$ cat src/rtl/cpu_params_pkg.sv
// Shared CPU parameters plus the machine-timer MMR window map and bus FSM states.
package cpu_params_pkg;

    localparam int RSZ = 32;

    localparam logic [5:0] MMR_OFS_MTIME_LO    = 6'h00;
    localparam logic [5:0] MMR_OFS_MTIME_HI    = 6'h04;
    localparam logic [5:0] MMR_OFS_MTIMECMP_LO = 6'h08;
    localparam logic [5:0] MMR_OFS_MTIMECMP_HI = 6'h0C;
    localparam logic [5:0] MMR_OFS_MSIP        = 6'h10;
    localparam int         MMR_WIN_BYTES       = 64;

    // Bit positions inside the one-hot register select.
    localparam int SEL_MTIME_LO    = 0;
    localparam int SEL_MTIME_HI    = 1;
    localparam int SEL_MTIMECMP_LO = 2;
    localparam int SEL_MTIMECMP_HI = 3;
    localparam int SEL_MSIP        = 4;
    localparam int MMR_NSEL        = 5;

    typedef logic [MMR_NSEL-1:0] mmr_sel_t;

    typedef enum logic [1:0] {
        MMR_IDLE,
        MMR_ACCESS,
        MMR_RESP
    } mmr_state_t;

endpackage

$ cat src/rtl/mmr_addr_dec.sv
// Combinational decode of a bus address/byte-enable pair into a one-hot MMR select
// plus an access-fault flag; reserved offsets decode to an all-zero select without fault.
module mmr_addr_dec
    import cpu_params_pkg::*;
#(
    parameter logic [31:0] MMR_BASE = 32'h0200_0000
) (
    input  logic [31:0] addr,
    input  logic [3:0]  be,
    output mmr_sel_t    sel,
    output logic        err
);

    localparam logic [31:0] WIN_MASK = ~(32'(MMR_WIN_BYTES) - 32'd1);

    logic in_win;
    assign in_win = ((addr & WIN_MASK) == MMR_BASE);

    // NOTE: every always_comb output gets a default first so no path can infer a latch.
    always_comb begin
        sel = '0;
        err = !in_win || (addr[1:0] != 2'b00) || (be != 4'hF);
        if (!err) begin
            case (addr[5:0])
                MMR_OFS_MTIME_LO:    sel[SEL_MTIME_LO]    = 1'b1;
                MMR_OFS_MTIME_HI:    sel[SEL_MTIME_HI]    = 1'b1;
                MMR_OFS_MTIMECMP_LO: sel[SEL_MTIMECMP_LO] = 1'b1;
                MMR_OFS_MTIMECMP_HI: sel[SEL_MTIMECMP_HI] = 1'b1;
                MMR_OFS_MSIP:        sel[SEL_MSIP]        = 1'b1;
                default:             sel = '0;
            endcase
        end
    end

endmodule

$ cat src/rtl/mmr_bus_ctrl.sv
// Bus responder for the mtime/mtimecmp/msip MMR window: IDLE -> ACCESS -> RESP per access.
// Optional macro MMR_TIME_SNAPSHOT_EN adds a shadow of mtime_hi latched on mtime_lo loads.
module mmr_bus_ctrl
    import cpu_params_pkg::*;
#(
    parameter logic [31:0] MMR_BASE = 32'h0200_0000
) (
    input  logic             clk_in,
    input  logic             reset_in,
    input  logic             req_in,
    input  logic             req_wr,
    input  logic [31:0]      req_addr,
    input  logic [3:0]       req_be,
    input  logic [RSZ-1:0]   req_wdata,
    output logic             ack_out,
    output logic [RSZ-1:0]   rsp_rdata,
    output logic             rsp_err,
    output logic             mtime_lo_wr,
    output logic             mtime_hi_wr,
    output logic             mtimecmp_lo_wr,
    output logic             mtimecmp_hi_wr,
    output logic             msip_wr,
    output logic [RSZ-1:0]   mmr_wr_data,
    input  logic [2*RSZ-1:0] mtime,
    input  logic [2*RSZ-1:0] mtimecmp,
    input  logic [RSZ-1:0]   msip_reg
);

    mmr_state_t     state_q, state_d;
    logic           req_wr_q;
    logic [31:0]    req_addr_q;
    logic [3:0]     req_be_q;
    logic [RSZ-1:0] req_wdata_q;
    mmr_sel_t       sel;
    logic           dec_err;
    logic [RSZ-1:0] rd_val;
    logic           in_access;
    logic           wr_fire;

    mmr_addr_dec #(.MMR_BASE(MMR_BASE)) u_dec (
        .addr (req_addr_q),
        .be   (req_be_q),
        .sel  (sel),
        .err  (dec_err)
    );

    // NOTE: sequential state uses non-blocking assignments only, so every flop sees pre-edge values.
    always_ff @(posedge clk_in or negedge reset_in) begin
        if (!reset_in) state_q <= MMR_IDLE;
        else           state_q <= state_d;
    end

    always_comb begin
        state_d = state_q;
        case (state_q)
            MMR_IDLE:   if (req_in) state_d = MMR_ACCESS;
            MMR_ACCESS: state_d = MMR_RESP;
            MMR_RESP:   state_d = MMR_IDLE;
            default:    state_d = MMR_IDLE;
        endcase
    end

    always_ff @(posedge clk_in or negedge reset_in) begin
        if (!reset_in) begin
            req_wr_q    <= 1'b0;
            req_addr_q  <= '0;
            req_be_q    <= '0;
            req_wdata_q <= '0;
        end else if (state_q == MMR_IDLE && req_in) begin
            req_wr_q    <= req_wr;
            req_addr_q  <= req_addr;
            req_be_q    <= req_be;
            req_wdata_q <= req_wdata;
        end
    end

    assign in_access = (state_q == MMR_ACCESS);

`ifdef MMR_TIME_SNAPSHOT_EN
    logic [RSZ-1:0] shadow_q;

    // A mtime_lo load freezes the upper half so the following hi load is tear-free.
    always_ff @(posedge clk_in or negedge reset_in) begin
        if (!reset_in)                                  shadow_q <= '0;
        else if (in_access && !req_wr_q && sel[SEL_MTIME_LO]) shadow_q <= mtime[2*RSZ-1:RSZ];
    end
`endif

    always_comb begin
        rd_val = '0;
        if (sel[SEL_MTIME_LO])    rd_val = mtime[RSZ-1:0];
`ifdef MMR_TIME_SNAPSHOT_EN
        if (sel[SEL_MTIME_HI])    rd_val = shadow_q;
`else
        if (sel[SEL_MTIME_HI])    rd_val = mtime[2*RSZ-1:RSZ];
`endif
        if (sel[SEL_MTIMECMP_LO]) rd_val = mtimecmp[RSZ-1:0];
        if (sel[SEL_MTIMECMP_HI]) rd_val = mtimecmp[2*RSZ-1:RSZ];
        if (sel[SEL_MSIP])        rd_val = msip_reg;
    end

    // Faults and reserved offsets leave sel all-zero, so rd_val is already 0 for them.
    always_ff @(posedge clk_in or negedge reset_in) begin
        if (!reset_in) begin
            rsp_rdata <= '0;
            rsp_err   <= 1'b0;
        end else if (in_access) begin
            rsp_rdata <= req_wr_q ? '0 : rd_val;
            rsp_err   <= dec_err;
        end
    end

    assign wr_fire        = in_access && req_wr_q;
    assign mtime_lo_wr    = wr_fire && sel[SEL_MTIME_LO];
    assign mtime_hi_wr    = wr_fire && sel[SEL_MTIME_HI];
    assign mtimecmp_lo_wr = wr_fire && sel[SEL_MTIMECMP_LO];
    assign mtimecmp_hi_wr = wr_fire && sel[SEL_MTIMECMP_HI];
    assign msip_wr        = wr_fire && sel[SEL_MSIP];
    assign mmr_wr_data    = req_wdata_q;
    assign ack_out        = (state_q == MMR_RESP);

endmodule

$ cat config.mk
export PLATFORM = sky130hd
export DESIGN_NAME = mmr_bus_ctrl
export DESIGN_NICKNAME = d
export VERILOG_FILES = /design/src/rtl/cpu_params_pkg.sv /design/src/rtl/mmr_addr_dec.sv /design/src/rtl/mmr_bus_ctrl.sv
export SDC_FILE = /design/constraint.sdc
export NUM_CORES = 1
export LEC_CHECK = 0
export BUFFER_PORTS_ARGS = -buffer_cell sky130_fd_sc_hd__buf_4
export CORE_MARGIN = 2
export CORE_UTILIZATION = 30
export DETAILED_ROUTE_END_ITERATION = 10
export GPL_TIMING_DRIVEN = 0
export SLEW_MARGIN = 10
export SYNTH_ARGS = -nofsm -noshare
export SYNTH_HDL_FRONTEND = slang
export SYNTH_SLANG_ARGS = --single-unit
$ cat constraint.sdc
create_clock -name clk_in -period 4.8 [get_ports clk_in]
set_clock_uncertainty 0.05 [all_clocks]
set_input_delay 0.24 -clock clk_in [delete_from_list [all_inputs] [get_ports clk_in]]
set_output_delay 0.24 -clock clk_in [all_outputs]
set_load 0.05 [all_outputs]
# Word-level counts from Yosys, hierarchy flattened
# Index checks and enable logic that the tools add are counted.
# word_totals
regBits	104
in_bits	232
wordCells	43
# op_classes
n_eq_ne	9
muxes	14
reduce_logical	13
# ops
op	n
$mux W32	6
$eq A26 B20 Y1 const B	1
$eq A6 B4 Y1 const B	2
$logic_and A1 B1 Y1	7
$eq A6 B3 Y1 const B	1
$eq A6 B5 Y1 const B	1
$logic_not A6 Y1	1
$mux W1	5
$mux W5	1
$ne A4 B4 Y1 const B	1
$pmux W2 S2	1
$eq A2 B1 Y1 const B	1
$eq A2 B2 Y1 const B	1
$logic_not A2 Y1	1
$logic_or A1 B1 Y1	2
$mux W2	1
$ne A2 B2 Y1 const B	1
$reduce_bool A2 Y1	1
$logic_not A1 Y1	1

# Longest topological paths before layout
# depth
ltp_word	11
ltp_mapped	7

# Hierarchy
# Synthesis repeated with hierarchy kept, for this count alone.
# hier_totals
cells_unflattened	517
area_unflattened_um2	5761.8
# by_module_without_submodules
module	instances	cells_per_inst	area_each_um2	seq_area_each_um2
mmr_bus_ctrl	1	493	5604.1	2602.5
mmr_addr_dec	1	24	157.7	0.0

# Worst setup path after synthesis
# No wires, ideal clock.
# synth_path
path_kind	reg2out
start	register req_addr_q[27]
end	output mtime_lo_wr
arrival_ns	2.840
required_ns	4.510
slack_ns	1.670
path_stages_with_launch	6
cell_sequence	dfrtp_1 nor4b_2 nand4_1 or2_2 clkbuf_1 nor4b_1
# synth_via
elab_chain_cells	6
# synth_lines
element	line_no	text
from (decl)	mmr_bus_ctrl.sv:31	logic [31:0] req_addr_q;
from (signal assigned)	mmr_bus_ctrl.sv:71	req_addr_q <= req_addr;
$eq A26 B20 Y1	mmr_addr_dec.sv:17	assign in_win = ((addr & WIN_MASK) == MMR_BASE);
$logic_not A1 Y1	mmr_addr_dec.sv:22	err = !in_win || (addr[1:0] != 2'b00) || (be != 4'hF);
$logic_or A1 B1 Y1 (2 in series)	mmr_addr_dec.sv:22	
$mux W5	mmr_addr_dec.sv:23	if (!err) begin
$logic_and A1 B1 Y1	mmr_bus_ctrl.sv:114	assign mtime_lo_wr = wr_fire && sel[SEL_MTIME_LO];
to (decl)	mmr_bus_ctrl.sv:18	output logic mtime_lo_wr,
# Every way passes these cells.

# Worst setup path in the final report
# layout_path
start	register req_addr_q[3]
end	output msip_wr
# layout_via
elab_chain_cells	4
# layout_lines
element	line_no	text
$eq A6 B5 Y1	mmr_addr_dec.sv:24	case (addr[5:0])
$mux W1	mmr_addr_dec.sv:24	
$mux W5	mmr_addr_dec.sv:23	
$logic_and A1 B1 Y1	mmr_bus_ctrl.sv:118	assign msip_wr = wr_fire && sel[SEL_MSIP];
to (decl)	mmr_bus_ctrl.sv:22	output logic msip_wr,
# Every way passes these cells.

==> reports/qor_table.md <==
| Quantity | Value |
|---|---|
| Total leakage power | 3.72 nW |
| Number of DRC violations after detailed routing | 0 |
| Sinks on the clock net | 104 |
| Final setup violating endpoints | 0 |
| Number of top-level design ports | 303 |
| Internal Pwr Total | 1.92 mW |
| Initial Util | 30.7% |
| Count of inserted antenna diode cells | 0 |
| Arr. time, crit path | 2.39 ns |
| Wire length of the first global-routing pass | 26300 um |
| Maximum frequency from static timing analysis | 373 MHz |
| Number of synthesized register bits | 104 |
| Worst IR drop on VDD | 207 uV |
| Drt via density | 4.84 |
| Count of instances resized after the clock tree is built | 0 |
| Tot GR Track Use | 18.5% |
| Post-synth EDFFs | 0 |
| Post-synthesis cell count | 399 |
| Final net count | 944 |
| Post-DRT Antenna Nets | 0 |
| Number of nets in the synthesized netlist | 631 |
| Number of endpoints with negative hold slack in the final report | 48 |
| Die width | 137 um |
| HPWL after detailed placement | 14200 um |
| Async set-reset flop share out of synthesis | 100% |
| Share of post-route cells with drive strength above 1 | 64.4% |
| CTS H-Tree Depth | 3 |
| 1st-iter DRT viols | 231 |
| Tmin final | 2.68 ns |
| Reg-to-reg critical path endpoint | rsp_rdata[23] |
| Largest fanout of any net on the critical path | 10 |
| Setup_tns | 0 ns |
| Max Root-Sink Buffers | 2 |
| Share of power burned in registers | 37.9% |
| Placed cells | 926 |
| Antenna violations before repair | 0 |
| Routed Wire Length | 17700 um |
| RePlAce Congestion | 0.749 |
| Sw Pwr | 1.03 mW |
| Unrepaired setup endpoints after global routing | false |
| Maximum number of pins on one net before global-route repair | 105 |
| Post-CTS Setup Repair Bufs | 0 |
| Total congestion overflow | 0 |
| Master cell of the clock root buffer | sky130_fd_sc_hd__clkbuf_16 |
| Max transition margin | 17.9% |
| Area growth from synthesis to layout | 53.5% |
| Max-cap violations | 0 |
| Wire length per cell after detailed routing | 18.8 um |
| Clock network fraction of total power | 24.6% |
| Kind of end point of the critical path | output port |
| Combined area of the multi-input logic cells | 0.00251 sq mm |
| Number of distinct library cells after synthesis | 27 |
| Finished Cell Area | 0.00815 sq mm |
| # port buffers | 302 |
| Hold slack final | -0.0707 ns |
| Via count of the first global-routing pass | 4860 |
| Slew Limit Fails | 0 |
| Number of vias in the routed layout | 4563 |
| R2R setup slack | 2.30 ns |
| Violations in the final reports | hold timing |
| 1st-pass router iterations | 4 |
| CTS clock-pin slew for the worst setup and hold paths | 0.07 ns |
| Power density over the cells | 362 mW/mm^2 |
| Worst Setup Start Kind | flop |
| Logic pwr share | 37.5% |
| Status | complete, but fails checks |
| Share of the clock period used by the worst path after layout | 55.8% |
| Net switching fraction of the power | 34.8% |
| Worst slew pin tran | 1.22 ns |
| Area used by sequential logic in the layout | 0.00260 sq mm |
| Core ar. | 0.0173 sq mm |
| Synth Area per Inst | 13.3 sq um |
| Total design power | 2.95 mW |
| CTS tree | yes |
| Post-CTS Hold Fix Bufs | 0 |
| DIE AREA | 0.0188 sq mm |
| Standard-cell row count | 48 |
| Launch instance of the worst register-to-register path | req_addr_q[1] |
| Number of standard cells in the final layout excluding fillers | 942 |
| Synth warnings | 0 |
| Number of cells on the worst reg-to-reg path | 4 |
| Die Y-Extent | 137 um |
| Syn Std Cell Area | 0.00531 sq mm |
| Sequential-to-total area share from yosys stat | 49.0% |
| Cts bufs inserted | 9 |
| Area after DPL | 0.00786 sq mm |
| Launching element of the worst setup path | req_addr_q[3] |
| Fill cell total of the finished layout | 1615 |
| Insertion delay of the later-clocked pin in the worst-skew pair | 0.35 ns |
| Critical Setup Path Class | reg2out |
| Most used flip-flop cell after synthesis | sky130_fd_sc_hd__dfrtp_1 |
| Hold crit path type | in2async |
| Worst Path Required | 4.51 ns |
==> power by group through the flow <==
stage               registers, mW  logic (mW)  clock network, mW
CTS                          1.12        1.12              0.747
global placement             1.13        1.10                  0
global route                 1.14        1.17              0.784
detailed placement           1.14        1.12                  0
floorplan                    1.37       0.469                  0
finish                       1.12        1.10              0.725
==> critical path: stages (launching register included) <==
cell	delay, ns
sky130_fd_sc_hd__dfrtp_1	0.33
sky130_fd_sc_hd__clkbuf_1	0.59
sky130_fd_sc_hd__nor2_1	0.15
sky130_fd_sc_hd__nand3_1	0.29
sky130_fd_sc_hd__clkbuf_1	0.39
sky130_fd_sc_hd__nor3_1	0.09
sky130_fd_sc_hd__buf_4	0.21
==> kinds of logic after synthesis <==
family | share of synthesized area [%]
AOI/OAI and AO/OA | 10.4
and+or+nand+nor | 8.53
buffers and inverters | 3.63
DFF | 49.0
muxes | 28.4
==> cells in the final DEF (no fill, tap or decap), types with 2 or more instances in the layout <==
cell / count
sky130_fd_sc_hd__buf_12: 3
sky130_fd_sc_hd__nand4_1: 2
sky130_fd_sc_hd__clkbuf_16: 9
sky130_fd_sc_hd__o31ai_2: 30
sky130_fd_sc_hd__dfrtp_1: 104
sky130_fd_sc_hd__nor2_1: 33
sky130_fd_sc_hd__a21oi_1: 32
sky130_fd_sc_hd__buf_6: 2
sky130_fd_sc_hd__clkinv_4: 2
sky130_fd_sc_hd__clkbuf_1: 27
sky130_fd_sc_hd__mux4_2: 32
sky130_fd_sc_hd__nand2b_1: 4
sky130_fd_sc_hd__inv_6: 2
sky130_fd_sc_hd__nor4_1: 8
sky130_fd_sc_hd__buf_4: 301
sky130_fd_sc_hd__mux2_2: 70
sky130_fd_sc_hd__nand2_1: 34
sky130_fd_sc_hd__buf_2: 4
sky130_fd_sc_hd__o31ai_1: 2
sky130_fd_sc_hd__nor3_1: 2
sky130_fd_sc_hd__nor4b_2: 2
==> state kept, by name (all words and copies together), names as in the netlist <==
| register | cells |
|---|---|
| state_q | 2 |
| req_be_q | 4 |
| mmr_wr_data | 32 |
| req_addr_q | 32 |
| req_wr_q | 1 |
| rsp_err | 1 |
| rsp_rdata | 32 |
==> final cells by class <==
class	instances	area share (%)
plain buffers	34	2.32
clock buffers	11	2.98
clock inverters	5	0.568
inverters	1	0.0461
multi-input cells	260	30.8
flip-flops and latches	104	31.9
well taps	225	3.45
repair buffers	302	27.9
==> Yosys cell counts, types with 2 or more instances <==
cell type	instances	share of area [%]
sky130_fd_sc_hd__o31ai_2	30	7.1
sky130_fd_sc_hd__nand2b_1	4	0.47
sky130_fd_sc_hd__mux2_2	70	15
sky130_fd_sc_hd__nor4_1	8	0.94
sky130_fd_sc_hd__nand4_1	2	0.24
sky130_fd_sc_hd__mux4_2	32	14
sky130_fd_sc_hd__nor2_1	33	2.3
sky130_fd_sc_hd__clkbuf_1	26	1.8
sky130_fd_sc_hd__buf_12	3	1.1
sky130_fd_sc_hd__nor3_1	2	0.19
sky130_fd_sc_hd__nand2_1	34	2.4
sky130_fd_sc_hd__dfrtp_1	104	49
sky130_fd_sc_hd__a21oi_1	32	3.0
sky130_fd_sc_hd__o31ai_1	2	0.28
sky130_fd_sc_hd__buf_2	4	0.38
sky130_fd_sc_hd__nor4b_2	2	0.57
==> worst max path at each step <==
stage,endpoint,slack [ns]
3_3_place_gp,rsp_rdata[10],2.33
6_report,msip_wr,2.12
2_1_floorplan,mtime_lo_wr,1.67
5_1_grt,msip_wr,1.89
3_5_place_dp,rsp_rdata[23],2.34
4_1_cts,msip_wr,2.04
==> per-layer routing <==
| layer | vias up | track usage (%) | part of all wire (%) |
|---|---|---|---|
| met2 | 186 | 32.3 | 51 |
| li1 | 2107 | - | - |
| met4 | 0 | 4.98 | 1.4 |
| met3 | 16 | 4.81 | 8.8 |
| met1 | 2254 | 22.4 | 38 |
| met5 | - | 0 | 0 |
==> per-stage QoR <==
step	setup WS, ns	hold slack (ns)	utilization, %
finish	2.12	-0.0707	47.1
detailed placement	2.34	0.386	45.4
CTS	2.04	0.00601	47.1
global route	1.89	0.0511	47.1
floorplan	1.67	-0.106	-
global placement	2.33	0.415	45.4
(Power assumes the default switching activity.)
